[config.mk]
export PLATFORM = sky130hd
export DESIGN_NAME = multi_dot_painter
export DESIGN_NICKNAME = d
export VERILOG_FILES = /design/src/rtl/multi_dot_painter_pkg.sv /design/src/rtl/dot_walker.sv /design/src/rtl/multi_dot_painter.sv
export SDC_FILE = /design/constraint.sdc
export NUM_CORES = 1
export LEC_CHECK = 0
export ABC_CLOCK_PERIOD_IN_PS = 3000
export CORE_ASPECT_RATIO = 0.9
export CORE_MARGIN = 2
export CORE_UTILIZATION = 53
export CTS_CLUSTER_SIZE = 25
export DETAILED_ROUTE_END_ITERATION = 16
export PLACE_DENSITY = 0.86
export SLEW_MARGIN = 30
export SYNTH_ARGS = -nofsm -noshare
export SYNTH_HDL_FRONTEND = slang
export SYNTH_SLANG_ARGS = --single-unit
export TNS_END_PERCENT = 1
[constraint.sdc]
create_clock -name clk -period 3 [get_ports clk]
set_input_delay 0.6 -clock clk [delete_from_list [all_inputs] [get_ports clk]]
set_output_delay 0.6 -clock clk [all_outputs]
set_load 0.05 [all_outputs]
[src/rtl/multi_dot_painter_pkg.sv]
// Shared types and helpers for the multi-dot painter: motion mode encodings,
// the packed RGB pixel type and saturating colour arithmetic.
package multi_dot_painter_pkg;

    localparam logic MODE_RASTER = 1'b0;
    localparam logic MODE_BOUNCE = 1'b1;
    localparam int   COORD_W     = 6;

    typedef struct packed {
        logic [7:0] r;
        logic [7:0] g;
        logic [7:0] b;
    } rgb24_t;

    function automatic logic [7:0] sat_add8(input logic [7:0] a, input logic [7:0] b);
        logic [8:0] s;
        s = {1'b0, a} + {1'b0, b};
        return s[8] ? 8'hFF : s[7:0];
    endfunction

    function automatic rgb24_t rgb_sat_add(input rgb24_t a, input rgb24_t b);
        rgb24_t s;
        s.r = sat_add8(a.r, b.r);
        s.g = sat_add8(a.g, b.g);
        s.b = sat_add8(a.b, b.b);
        return s;
    endfunction

endpackage

[src/rtl/dot_walker.sv]
// One dot: position, bounce direction and stepping (RASTER or BOUNCE).
// With DOT_TRAIL_EN defined it also keeps the previous position and a valid bit.
module dot_walker
    import multi_dot_painter_pkg::*;
#(
    parameter int                 WIDTH   = 64,
    parameter int                 HEIGHT  = 64,
    parameter logic [COORD_W-1:0] RESET_Y = '0
) (
    input  logic               clk,
    input  logic               reset,
    input  logic               step,
    input  logic               mode,
    output logic [COORD_W-1:0] pos_x,
    output logic [COORD_W-1:0] pos_y
`ifdef DOT_TRAIL_EN
    ,
    output logic [COORD_W-1:0] trail_x,
    output logic [COORD_W-1:0] trail_y,
    output logic               trail_vld
`endif
);

    localparam logic [COORD_W-1:0] X_MAX = COORD_W'(WIDTH - 1);
    localparam logic [COORD_W-1:0] Y_MAX = COORD_W'(HEIGHT - 1);

    logic               dx_neg, dy_neg;
    logic               nxt_dx_neg, nxt_dy_neg;
    logic [COORD_W-1:0] nxt_x, nxt_y;

    always_comb begin
        nxt_x      = pos_x;
        nxt_y      = pos_y;
        nxt_dx_neg = dx_neg;
        nxt_dy_neg = dy_neg;
        if (mode == MODE_RASTER) begin
            if (pos_x == X_MAX) begin
                nxt_x = '0;
                nxt_y = (pos_y == Y_MAX) ? '0 : pos_y + 1'b1;
            end else begin
                nxt_x = pos_x + 1'b1;
            end
        end else begin
            // Hitting a wall flips the sign and still moves one step inward.
            if (!dx_neg) begin
                if (pos_x == X_MAX) begin
                    nxt_dx_neg = 1'b1;
                    nxt_x      = pos_x - 1'b1;
                end else begin
                    nxt_x = pos_x + 1'b1;
                end
            end else begin
                if (pos_x == '0) begin
                    nxt_dx_neg = 1'b0;
                    nxt_x      = pos_x + 1'b1;
                end else begin
                    nxt_x = pos_x - 1'b1;
                end
            end
            if (!dy_neg) begin
                if (pos_y == Y_MAX) begin
                    nxt_dy_neg = 1'b1;
                    nxt_y      = pos_y - 1'b1;
                end else begin
                    nxt_y = pos_y + 1'b1;
                end
            end else begin
                if (pos_y == '0) begin
                    nxt_dy_neg = 1'b0;
                    nxt_y      = pos_y + 1'b1;
                end else begin
                    nxt_y = pos_y - 1'b1;
                end
            end
        end
    end

    always_ff @(posedge clk or posedge reset) begin
        if (reset) begin
            pos_x  <= '0;
            pos_y  <= RESET_Y;
            dx_neg <= 1'b0;
            dy_neg <= 1'b0;
        end else if (step) begin
            pos_x  <= nxt_x;
            pos_y  <= nxt_y;
            dx_neg <= nxt_dx_neg;
            dy_neg <= nxt_dy_neg;
        end
    end

`ifdef DOT_TRAIL_EN
    always_ff @(posedge clk or posedge reset) begin
        if (reset) begin
            trail_x   <= '0;
            trail_y   <= '0;
            trail_vld <= 1'b0;
        end else if (step) begin
            trail_x   <= pos_x;
            trail_y   <= pos_y;
            trail_vld <= 1'b1;
        end
    end
`endif

endmodule

[src/rtl/multi_dot_painter.sv]
// Paints NUM_DOTS moving dots: shared tick divider, frame-change detect and a
// saturating colour sum per pixel. Optional half-intensity trails via DOT_TRAIL_EN.
module multi_dot_painter
    import multi_dot_painter_pkg::*;
#(
    parameter int                      NUM_DOTS   = 4,
    parameter int                      WIDTH      = 64,
    parameter int                      HEIGHT     = 64,
    parameter int                      FRAME_BITS = 13,
    parameter int                      DIV_MAX    = 240000,
    parameter logic [NUM_DOTS-1:0]     TICK_SEL   = 4'b1010,
    parameter logic [24*NUM_DOTS-1:0]  DOT_COLORS = {24'hC80000, 24'h00C800, 24'h0000C8, 24'hC8C800}
) (
    input  logic                  clk,
    input  logic                  reset,
    input  logic [FRAME_BITS-1:0] frame,
    input  logic [7:0]            subframe,
    input  logic [COORD_W-1:0]    x,
    input  logic [COORD_W-1:0]    y,
    input  logic                  run,
    input  logic [NUM_DOTS-1:0]   dot_mode,
    output logic [23:0]           rgb24
);

    localparam int DIV_W = (DIV_MAX < 1) ? 1 : $clog2(DIV_MAX + 1);

    logic [DIV_W-1:0]      div_cnt;
    logic                  div_tick;
    logic [FRAME_BITS-1:0] last_frame;
    logic                  frame_tick;
    logic [NUM_DOTS-1:0]   step;

    logic [NUM_DOTS-1:0][COORD_W-1:0] dot_x, dot_y;
`ifdef DOT_TRAIL_EN
    logic [NUM_DOTS-1:0][COORD_W-1:0] trl_x, trl_y;
    logic [NUM_DOTS-1:0]              trl_vld;
`endif

    // The subframe index is part of the panel interface but does not affect dots.
    logic unused_subframe;
    assign unused_subframe = ^subframe;

    assign div_tick   = (div_cnt == DIV_W'(DIV_MAX));
    assign frame_tick = (frame != last_frame);

    always_ff @(posedge clk or posedge reset) begin
        if (reset) begin
            div_cnt    <= '0;
            last_frame <= '0;
        end else begin
            div_cnt    <= div_tick ? '0 : div_cnt + 1'b1;
            last_frame <= frame;
        end
    end

    for (genvar i = 0; i < NUM_DOTS; i++) begin : g_dot
        // Ticks seen while run is low are simply dropped.
        assign step[i] = run & (TICK_SEL[i] ? frame_tick : div_tick);

        dot_walker #(
            .WIDTH   (WIDTH),
            .HEIGHT  (HEIGHT),
            .RESET_Y (COORD_W'((2 * i) % HEIGHT))
        ) u_dot (
            .clk       (clk),
            .reset     (reset),
            .step      (step[i]),
            .mode      (dot_mode[i]),
            .pos_x     (dot_x[i]),
            .pos_y     (dot_y[i])
`ifdef DOT_TRAIL_EN
            ,
            .trail_x   (trl_x[i]),
            .trail_y   (trl_y[i]),
            .trail_vld (trl_vld[i])
`endif
        );
    end

    rgb24_t acc;
    rgb24_t col;

    always_comb begin
        acc = '0;
        col = '0;
        for (int i = 0; i < NUM_DOTS; i++) begin
            col = DOT_COLORS[i*24 +: 24];
            if (dot_x[i] == x && dot_y[i] == y)
                acc = rgb_sat_add(acc, col);
`ifdef DOT_TRAIL_EN
            if (trl_vld[i] && trl_x[i] == x && trl_y[i] == y)
                acc = rgb_sat_add(acc, rgb24_t'((col >> 1) & 24'h7F7F7F));
`endif
        end
        rgb24 = acc;
    end

endmodule

==> metrics.md <==
| Metric | Value |
|---|---|
| Outcome | `completed` |
| Syn Inst Count | `758` |
| Area growth syn-to-layout | `15.9%` |
| Worst Setup End Kind | `primary output` |
| I/O pins | `64` |
| Post-synthesis register bit count | `between 80 and 90` |
| DP Cell Count | `932` |
| Placer congestion estimate | `0.896` |
| Fin util | `0.633` |
| First-pass GRT wire length | `~26 mm` |
| Count leader, synth | `dfrtp_1` |
| Post-synth EDFFs | `0` |
| Initial antenna violation count | `0` |
| Avg WL per Cell | `16.5 microns` |
| Maximum vdd drop | `0.000393 V` |
| Clock buffer depth | `2` |
| Max frequency | `345 MHz` |
| Post-synth top area cell | `dfrtp_1` |
| Core area | `about 0.012 sq mm` |
| Fin area | `0.00764 sq mm` |
| Non-filler cells in the finished layout | `~950` |
| Post-DP Area | `~0.0073 sq mm` |
| Average size of a mapped cell | `8.70 sq um` |
| Critical path arrival | `~2.3 ns` |
| CP Launch Type | `primary input` |
| Min cycle time layout | `~2.9 ns` |
| Cell Rows | `38` |
| Vias per Instance | `6.22` |
| DRC | `0` |
| Slew @ Worst Pin | `0.586 ns` |
| Yosys top cell area share | `0.315` |
| Setup violations, final | `0` |
| Clk_lat worst skew | `0.35 ns` |
| Register area share after synthesis | `0.331` |
| GR Overflow Total | `0` |
| Layout cells sized above 1 | `0.121` |
| Largest net degree at the start of global routing | `around 90` |
| Main synth FF type | `dfrtp_1` |
| Final period utilization | `0.966` |
| Max Clock Skew | `around 0.010 ns` |
| Vias | `5,900` |
| Worst-path clk slew | `0.06 ns` |
| Hold Path Stages | `1` |
| R2R Setup Slk | `0.57 ns` |
| Most instantiated cells after synthesis | `83 x dfrtp_1, 53 x nor2_1, 48 x xor2_1, 44 x nand3_1, 42 x nand2_1` |
| Clock Sinks | `87` |
| Hold Violations, Final | `0` |
| Async S/R FF share, synth | `1.00` |
| Area contributors post-synth | `dfrtp_1 32%, xor2_1 6.4%, ha_1 4.9%, xnor2_1 4.4%, nand3_1 3.3%` |
| Setup TNS Final | `0 ns` |
| Estimated wirelength of the detail-placed design | `around 11 mm` |
| P_leak | `0.00336 uW` |
| Die Y | `between 100 and 150 microns` |
| Mapped Area | `roughly 0.0066 sq mm` |
| Critical path class | `in2out` |
| Initial DRT Pass Iterations | `5` |
| Library cells used by synthesis | `77` |
| Yosys synthesis warning count | `0` |
| Die X | `about 120 microns` |
| Clock buffer count from CTS | `9` |
| Max-slew violations | `0` |
| Fin nets | `849` |
| Final WL | `15.6 mm` |
| Hold Crit Class | `reg2reg` |
| Worst-path fanout max | `5` |
| N_diodes | `0` |
| Final ANT Viol Nets | `0` |
| H-tree Lvls | `3` |
| Required @ worst endpoint | `2.40 ns` |
| Number of global-route vias before repair | `5,516` |
| Starting density of the core | `0.546` |
| GRT Util Overall | `0.246` |
| Total of max-cap violations | `0` |
| Power after layout | `3690 uW` |
| Root Buffer | `clkbuf_16` |
| DR iter-0 viols | `596` |
| Worst slew margin | `0.598` |
| CTS tree | `yes` |
| Worst r2r path cells | `7` |
| Die area | `0.0133 sq mm` |
| I/O Buffers | `50` |
| Pwr/cell area | `482 mW/mm^2` |
through the flow:
stage / hold WS, ns / setup slack, ns
detailed placement: 0.486 / -0.0412
global route: 0.509 / -0.0178
global placement: 0.473 / 0.0247
finish: 0.484 / 0.103
CTS: 0.494 / 0.00420
floorplan: 0.442 / 0.102
worst paths after layout:
| path | from | end |
|---|---|---|
| setup / recovery | x[5] | rgb24[21] |
| min in group asynchronous | reset | div_cnt[3] |
| hold reg to reg | div_cnt[17] | div_cnt[17] |
| setup reg to reg | g_dot[0].u_dot.pos_y[0] | g_dot[0].u_dot.pos_y[3] |
| hold / removal | div_cnt[17] | div_cnt[17] |
| max in group asynchronous | reset | g_dot[2].u_dot.pos_y[2] |
layout make-up:
cell class                      instances  area [sq um]
Inverter                               30           114
Fill cell                             993          4440
Clock inverter                          6          45.0
Multi-Input combinational cell        586          4000
Sequential cell                        87          2180
Clock buffer                           10           239
Tap cell                              160           200
Timing Repair Buffer                   69           857
critical path, stage by stage:
cell,delay (ns)
clkdlybuf4s50_1,0.51
xor2_1,0.19
nor4_2,0.30
nand3_2,0.18
nor2_1,0.14
buf_4,0.21
buf_12,0.16
power by group:
group / total, uW / switching [uW] / internal (uW) / leakage, uW
clock: 1090 / 507 / 587 / 0.000131
sequential: 1650 / 329 / 1330 / 0.00108
combinational: 937 / 490 / 447 / 0.00215
logic make-up after synthesis:
kind of cell / Yosys count / share of synthesized area
other: 1 / 0.000569
DFF: 87 / 0.331
muxes: 14 / 0.0218
xor gates and xnor gates: 81 / 0.108
adders and majority gates: 26 / 0.0494
AOI/OAI and AO/OA: 197 / 0.199
and+or+nand+nor: 263 / 0.221
buffers and inverters: 89 / 0.0699
registers in the layout (all words and copies together) (netlist names):
| register | cells |
|---|---|
| div_cnt | 18 |
| g_dot.u_dot.dy_neg | 4 |
| g_dot.u_dot.pos_x | 24 |
| g_dot.u_dot.pos_y | 24 |
| g_dot.u_dot.dx_neg | 4 |
| last_frame | 13 |
layer usage:
metal,share of wire,GRT usage,routed length [microns],up-vias
met3,0.079,0.0617,1240,20
met4,0.015,0.0788,231,0
met5,0,0,0,-
li1,-,-,-,2801
met2,0.46,0.402,7270,262
met1,0.44,0.322,6900,2817
cell usage in the layout, fill, tap and decap left out, types with 10 or more instances in the layout:
master,count
nand2_1,42
a21oi_1,37
a31oi_1,27
inv_1,29
o22ai_1,17
nand3_1,43
o31ai_1,18
mux2i_1,11
clkdlybuf4s50_1,22
xnor2_1,33
ha_1,26
nor2_1,52
nor3_1,14
buf_4,18
and3_1,30
dfrtp_1,83
or3_1,10
buf_12,20
nor4_1,10
o21ai_0,38
xor2_1,48
repair_timing:
| action | in CTS | in global routing |
|---|---|---|
| endpoints found under the setup margin | 10 | 16 |
| pin swaps | 0 | 2 |
| buffers inserted | 0 | 0 |
| resized for setup | 3 | 12 |
| hold buffers | 0 | 0 |
| endpoints found under the hold margin | 0 | 0 |
(Power assumes the default switching activity.)
